==> src/rtl/ctrl_pkg.sv <==
// ctrl_pkg: shared state, stage index and stall vector definitions for pipe_ctrl
package ctrl_pkg;
  typedef enum logic {RUN, FLUSH} state_t;
  localparam int STG_PC  = 0;
  localparam int STG_IF  = 1;
  localparam int STG_ID  = 2;
  localparam int STG_EX  = 3;
  localparam int STG_MEM = 4;
  localparam int STG_WB  = 5;
  localparam logic [5:0] STALL_NONE = 6'b000000;
  localparam logic [5:0] STALL_ID   = 6'b000111;
  localparam logic [5:0] STALL_EX   = 6'b001111;
endpackage

==> src/rtl/stall_watchdog.sv <==
// stall_watchdog: flags STALL_LIMIT consecutive PC-stall cycles until the stall drops
module stall_watchdog #(
  parameter int STALL_LIMIT = 64
) (
  input  logic clk,
  input  logic rst,
  input  logic stall,
  output logic timeout
);
  localparam int W = $clog2(STALL_LIMIT + 1);
  logic [W-1:0] cnt;
  // count consecutive stall cycles before this one, saturating so the flag stays sticky
  always_ff @(posedge clk)
    if (!rst || !stall) cnt <= '0;
    else if (cnt != W'(STALL_LIMIT)) cnt <= cnt + 1'b1;
  assign timeout = stall && (cnt >= W'(STALL_LIMIT - 1));
endmodule

==> src/rtl/pipe_ctrl.sv <==
// pipe_ctrl: stall vector, redirect and flush sequencing; STALL_WATCHDOG_EN adds a stall watchdog
module pipe_ctrl
  import ctrl_pkg::*;
#(
  parameter int FLUSH_CYCLES = 2,
  parameter int STALL_LIMIT  = 64
) (
  input  logic        clk,
  input  logic        rst,
  input  logic        i_stallreq_id,
  input  logic        i_stallreq_ex,
  input  logic        i_branch_valid,
  input  logic [31:0] i_branch_target,
  input  logic        i_excp_valid,
  input  logic [31:0] i_excp_vector,
  input  logic        i_eret_valid,
  input  logic [31:0] i_epc,
  output logic [5:0]  o_stall,
  output logic        o_flush,
  output logic        o_new_pc_valid,
  output logic [31:0] o_new_pc,
  output logic        o_stall_timeout
);
  state_t     state;
  logic [3:0] cnt;
  logic       any_stall;
  assign any_stall = i_stallreq_ex | i_stallreq_id;
  // stalls are combinational from requests, suppressed during reset and flush
  always_comb
    o_stall = (!rst || state != RUN) ? STALL_NONE :
              i_stallreq_ex ? STALL_EX : i_stallreq_id ? STALL_ID : STALL_NONE;
  // redirect/flush sequencer: exception beats eret, stalls drop a same-cycle branch
  always_ff @(posedge clk)
    if (!rst) begin
      state          <= RUN;
      cnt            <= 4'd0;
      o_flush        <= 1'b0;
      o_new_pc_valid <= 1'b0;
      o_new_pc       <= '0;
    end else if (state == FLUSH) begin
      o_new_pc_valid <= 1'b0;
      o_flush        <= cnt != 4'd0;
      cnt            <= cnt == 4'd0 ? 4'd0 : cnt - 4'd1;
      state          <= cnt == 4'd0 ? RUN : FLUSH;
    end else begin
      o_new_pc_valid <= i_excp_valid | i_eret_valid | (i_branch_valid & ~any_stall);
      o_flush        <= i_excp_valid | i_eret_valid;
      if (i_excp_valid | i_eret_valid) begin
        state <= FLUSH;
        cnt   <= 4'(FLUSH_CYCLES - 1);
      end
      if (i_excp_valid) o_new_pc <= i_excp_vector;
      else if (i_eret_valid) o_new_pc <= i_epc;
      else if (i_branch_valid && !any_stall) o_new_pc <= i_branch_target;
    end
`ifdef STALL_WATCHDOG_EN
  stall_watchdog #(.STALL_LIMIT(STALL_LIMIT)) u_wd (
    .clk     (clk),
    .rst     (rst),
    .stall   (o_stall[STG_PC]),
    .timeout (o_stall_timeout)
  );
`else
  logic unused_limit;
  assign unused_limit    = ^STALL_LIMIT;
  assign o_stall_timeout = 1'b0;
`endif
endmodule

==> config.mk <==
export PLATFORM = sky130hd
export DESIGN_NAME = pipe_ctrl
export DESIGN_NICKNAME = d
export VERILOG_FILES = /design/src/rtl/ctrl_pkg.sv /design/src/rtl/stall_watchdog.sv /design/src/rtl/pipe_ctrl.sv
export SDC_FILE = /design/constraint.sdc
export NUM_CORES = 1
export LEC_CHECK = 0
export ABC_AREA = 1
export CAP_MARGIN = 20
export CORE_MARGIN = 1
export CORE_UTILIZATION = 41
export CTS_CLUSTER_DIAMETER = 80
export DETAILED_ROUTE_END_ITERATION = 8
export MAX_ROUTING_LAYER = met4
export PLACE_DENSITY = 0.87
export SETUP_SLACK_MARGIN = 0.5
export SKIP_CTS_REPAIR_TIMING = 1
export SYNTH_ARGS = -nofsm -noshare
export SYNTH_HDL_FRONTEND = slang
export SYNTH_SLANG_ARGS = --single-unit
==> constraint.sdc <==
create_clock -name clk -period 2.5 [get_ports clk]
set_input_delay 0.75 -clock clk [delete_from_list [all_inputs] [get_ports clk]]
set_output_delay 0.75 -clock clk [all_outputs]
set_load 0.01 [all_outputs]
; Word level (Yosys, flattened, before mapping)
; Cells that the tools add are included.
[op_classes]
n_mux = 13
n_addsub = 1
n_reduce_logical = 10
bitwise_logic = 7
[op_table]
columns = operator, n
row1 = 32-bit two-way mux, 3
row2 = 4-bit two-way mux, 5
row3 = 4-bit logical NOT, 1
row4 = 1-bit two-way mux, 4
row5 = 4-bit nonzero test, 1
row6 = 4-bit by 1-bit subtractor with 4-bit output (second input constant), 1
row7 = 3-bit two-way mux, 1
row8 = 1-bit inverter, 3
row9 = 1-bit bitwise OR, 3
row10 = 3-bit nonzero test, 1
row11 = 1-bit logical NOT, 2
row12 = 2-bit AND reduction, 1
row13 = 2-bit nonzero test, 1
row14 = 2-bit OR reduction, 1
row15 = 1-bit bitwise AND, 1
row16 = 1-bit logical AND, 1
row17 = 1-bit logical OR, 1
[totals]
output_inout_bits = 41
register_bits = 39

; Longest topological paths before layout
[depth]
word_depth = 6
ltp_mapped = 9
ltp_nobuf = 7

; Worst setup path before layout
; OpenSTA, ideal clock, no wires.
[synth_timing]
path_type = input-to-output
startpoint = input port rst
endpoint = output port o_stall[1]
stages = 4
arrival_ns = 1.516
path_slack_ns = 0.234
path_cell_list = clkbuf_1 > nand2_1 > a21oi_1 > buf_4
[synth_via]
elab_chain_len = 3
[synth_rtl]
columns = element, line
row1 = "start, declared", pipe_ctrl.sv:9  ; input logic rst,
row2 = 1-bit logical NOT, n/a
row3 = 1-bit logical OR, pipe_ctrl.sv:30  ; o_stall = (!rst || state != RUN) ? STALL_NONE :
row4 = 4-bit two-way mux, pipe_ctrl.sv:30
row5 = "end, declared", pipe_ctrl.sv:18  ; output logic [5:0] o_stall,
; No other way between the ends.

; Worst setup path after layout
[layout_timing]
startpoint = input port i_stallreq_ex
endpoint = output port o_stall[0]
[layout_via]
elab_chain_len = 2
[layout_rtl]
columns = element, line
row1 = "start, declared", pipe_ctrl.sv:11  ; input logic i_stallreq_ex,
row2 = 4-bit two-way mux, pipe_ctrl.sv:31  ; i_stallreq_ex ? STALL_EX : i_stallreq_id ? STALL_ID : STALL_NONE;
row3 = 4-bit two-way mux, pipe_ctrl.sv:30
; No other way between the ends.

==> metrics.csv <==
stage,metric,value,unit
drt,via count,2957,
placement,Placed Cells,658,
timing,final hold violation count,0,
synth,most frequent cells after synthesis,"nand2_1, inv_1, nor2_1",
synth,Yosys cell types,16,
finish,share of layout cells above drive strength 1,3.90,%
worst_setup_path,Worst Path Max Fanout,3,
clocking,"Reg clk slew, reported paths",70,ps
power,Max IR drop VDD,0.246,mV
synth,largest family of logic cells by synthesized area,simple AND/OR/NAND/NOR gates,
clocking,clk_lat worst skew,280,ps
timing,Worst Skew,3.51,ps
synth,synthesized area per cell,5.38,um^2
drt,DRT Pass-1 Iters,4,
clocking,CTS tree,yes,
synth,dominant cells by area after synthesis,"nand2_1, dfxtp_1, inv_1",
placement,"worst slack, placed",-288,ps
finish,Antenna diodes,0,
synth,yosys synthesis warning count,0,
global_route,Overflow after GRT,0,
finish,Finished Cell Area,4020,um^2
die,core footprint,5890,um^2
clocking,# clock sinks,38,
placement,IO Port Bufs,140,
min_path,Worst Hold Class,flip-flop to flip-flop,
die,Initial Util,42.3,%
drt,post-DR wirelength/cell,10.2,um
die,Die X,79.9,um
worst_setup_path,Setup crit end kind,primary output,
timing,Slew HR,63.4,%
worst_setup_path,Worst Setup Start Kind,input pin,
drt,Post-DRT Antenna Nets,0,
power,LEAKAGE,2.07,nW
synth,"count leader, synth",nand2_1,
timing,post-layout minimum cycle time,1980,ps
finish,Fillers,536,
timing,fmax,506,MHz
global_route,largest net degree at the start of global routing,45,
worst_setup_path,critical path class,input pin to primary output,
synth,post-synth top area cell,nand2_1,
synth,post-synthesis compound-gate area fraction,7.64,%
job,maxcap violations,0,
finish,Post-layout nets,694,
synth,Yosys reg bits,38,
clocking,Clock H-tree levels,2,
synth,number of enable flip-flop cells after synthesis,0,
finish,fin cells,665,
clocking,CTS root buffer,clkbuf_8,
timing,setup ws final,522,ps
power,Cell Pwr Density,454,nW/um^2
drt,1st-iter DRT viols,121,
clocking,Max clock buf depth,2,
die,row cnt,28,
synth,register area share after synthesis,30.6,%
synth,Post-Synth XOR/XNOR Area,0.352,%
placement,GPL Wtd Cong,0.774,
worst_setup_path,Crit-path slowest cell,a21oi_4,
placement,dpl hpwl,5.35,mm
drt,drt total wl,6.78,mm
global_route,first-pass GRT wire length,11.0,mm
worst_setup_path,Critical Path AT,1230,ps
die,Die H,79.9,um
synth,synthesized-area fraction occupied by adder cells,0.503,%
synth,synthesized cell area,2490,um^2
worst_setup_path,"Critical Path, Cell by Cell",dlymetal6s2s_1 > inv_2 > a21oi_4 > buf_6,
placement,area post-placement,3930,um^2
die,die area,6390,um^2
worst_setup_path,Required @ worst endpoint,1750,ps
drt,number of remaining DRC errors,0,
synth,mux contribution to synthesized area,0,%
global_route,vias in the first global route,2649,
die,io pins,144,
timing,Max Slew Vio Count,0,
timing,Worst-Margin Slew,545,ps
timing,RSZ-0062 raised after global routing,yes,
drt,vias per cell,4.45,
synth,Post-synth top flop,dfxtp_1,
synth,Async SR Flop Fraction,0,%
synth,Synth Area in Simple Gates,42.6,%
worst_setup_path,Crit path largest cell delay,190,ps
synth,Mapped Cells,463,
synth,Yosys top cell area share,31.1,%
timing,Finish-stage setup viols,0,
clocking,CTS Buf Count,5,
status,status,completed,
global_route,GRT Overall Usage,22.4,%
global_route,antenna violations before repair,0,
finish,P&R area growth vs syn,61.4,%
timing,"Period Utilization, post-route",79.1,%
-- logic make-up (layout without fill, tap and decap cells) --
logic type | count (synthesis) | count (layout)
simple gates | 281 | 281
buf+inv | 103 | 228
compound gates | 38 | 38
flops | 38 | 38
fa+ha+maj | 1 | 1
other cells | 1 | 3
xor+xnor | 1 | 1
-- area by class of cell --
| type | instances | area [um^2] | share of cell area (%) |
|---|---|---|---|
| repair buffers | 148 | 1520 | 37.7 |
| multi-input cells | 324 | 1300 | 32.3 |
| flip-flops and latches | 38 | 761 | 18.9 |
| inverters | 73 | 274 | 6.82 |
| well taps | 75 | 93.8 | 2.33 |
| clock buffers | 7 | 76.3 | 1.90 |
-- final timing paths --
| check | from | endpoint | slack [ps] | cells past startpoint |
|---|---|---|---|---|
| setup / recovery | i_stallreq_ex | o_stall[0] | 520 | 4 |
| hold / removal | o_new_pc[6] | o_new_pc[6] | 510 | 4 |
| setup reg to reg | cnt[1] | cnt[3] | 1320 | 5 |
| hold reg to reg | o_new_pc[6] | o_new_pc[6] | 510 | 4 |
-- sequential cells by signal, indices dropped and copies added (netlist names) --
name / cells
cnt: 4
o_new_pc_valid: 1
o_new_pc: 32
o_flush: 1
-- where the power goes --
group	switching, mW	leakage (nW)	internal (mW)
logic	0.329	1.72	0.393
clock network	0.192	0.0383	0.192
registers	0.0374	0.315	0.679
-- cells in the final DEF, fill, tap and decap left out --
cell type / instances
buf_2: 1
inv_2: 2
clkdlybuf4s50_1: 131
ha_1: 1
o21ai_0: 33
conb_1: 3
clkbuf_8: 5
buf_12: 4
dlymetal6s2s_1: 4
buf_4: 4
xor2_1: 1
nand3_1: 3
a21oi_1: 4
buf_6: 3
clkbuf_2: 1
nand2_1: 204
nor2_1: 71
clkbuf_1: 2
dfxtp_1: 38
nor3_1: 1
inv_1: 71
nand2_2: 2
a21oi_4: 1
-- metrics by stage --
| stage | utilization (%) | power [mW] | TNS [ps] | hold slack [ps] |
|---|---|---|---|---|
| finish | 68.3 | 1.82 | 0 | 510 |
| global route | 68.3 | 1.97 | 0 | 531 |
| CTS | 68.1 | 1.84 | -1080 | 512 |
| detailed placement | 66.8 | 1.45 | -1080 | 498 |
| global placement | 66.8 | 1.43 | -1040 | 472 |
| floorplan | - | 1.10 | 0 | 458 |
-- worst max-delay path: cells and delay by family --
| kind | cells | cell delay (ps) |
|---|---|---|
| buffers and inverters | 3 | 290 |
| AO/OA/AOI/OAI | 1 | 190 |
-- per-layer routing --
metal	GRT usage [%]	wire length, um	up-vias
li1	-	-	1581
met1	22.9	2680	1253
met2	41.4	3420	108
met3	5.71	535	15
met4	7.68	140	0
met5	-	0	-
No activity file was read; power rests on OpenSTA's default activity.
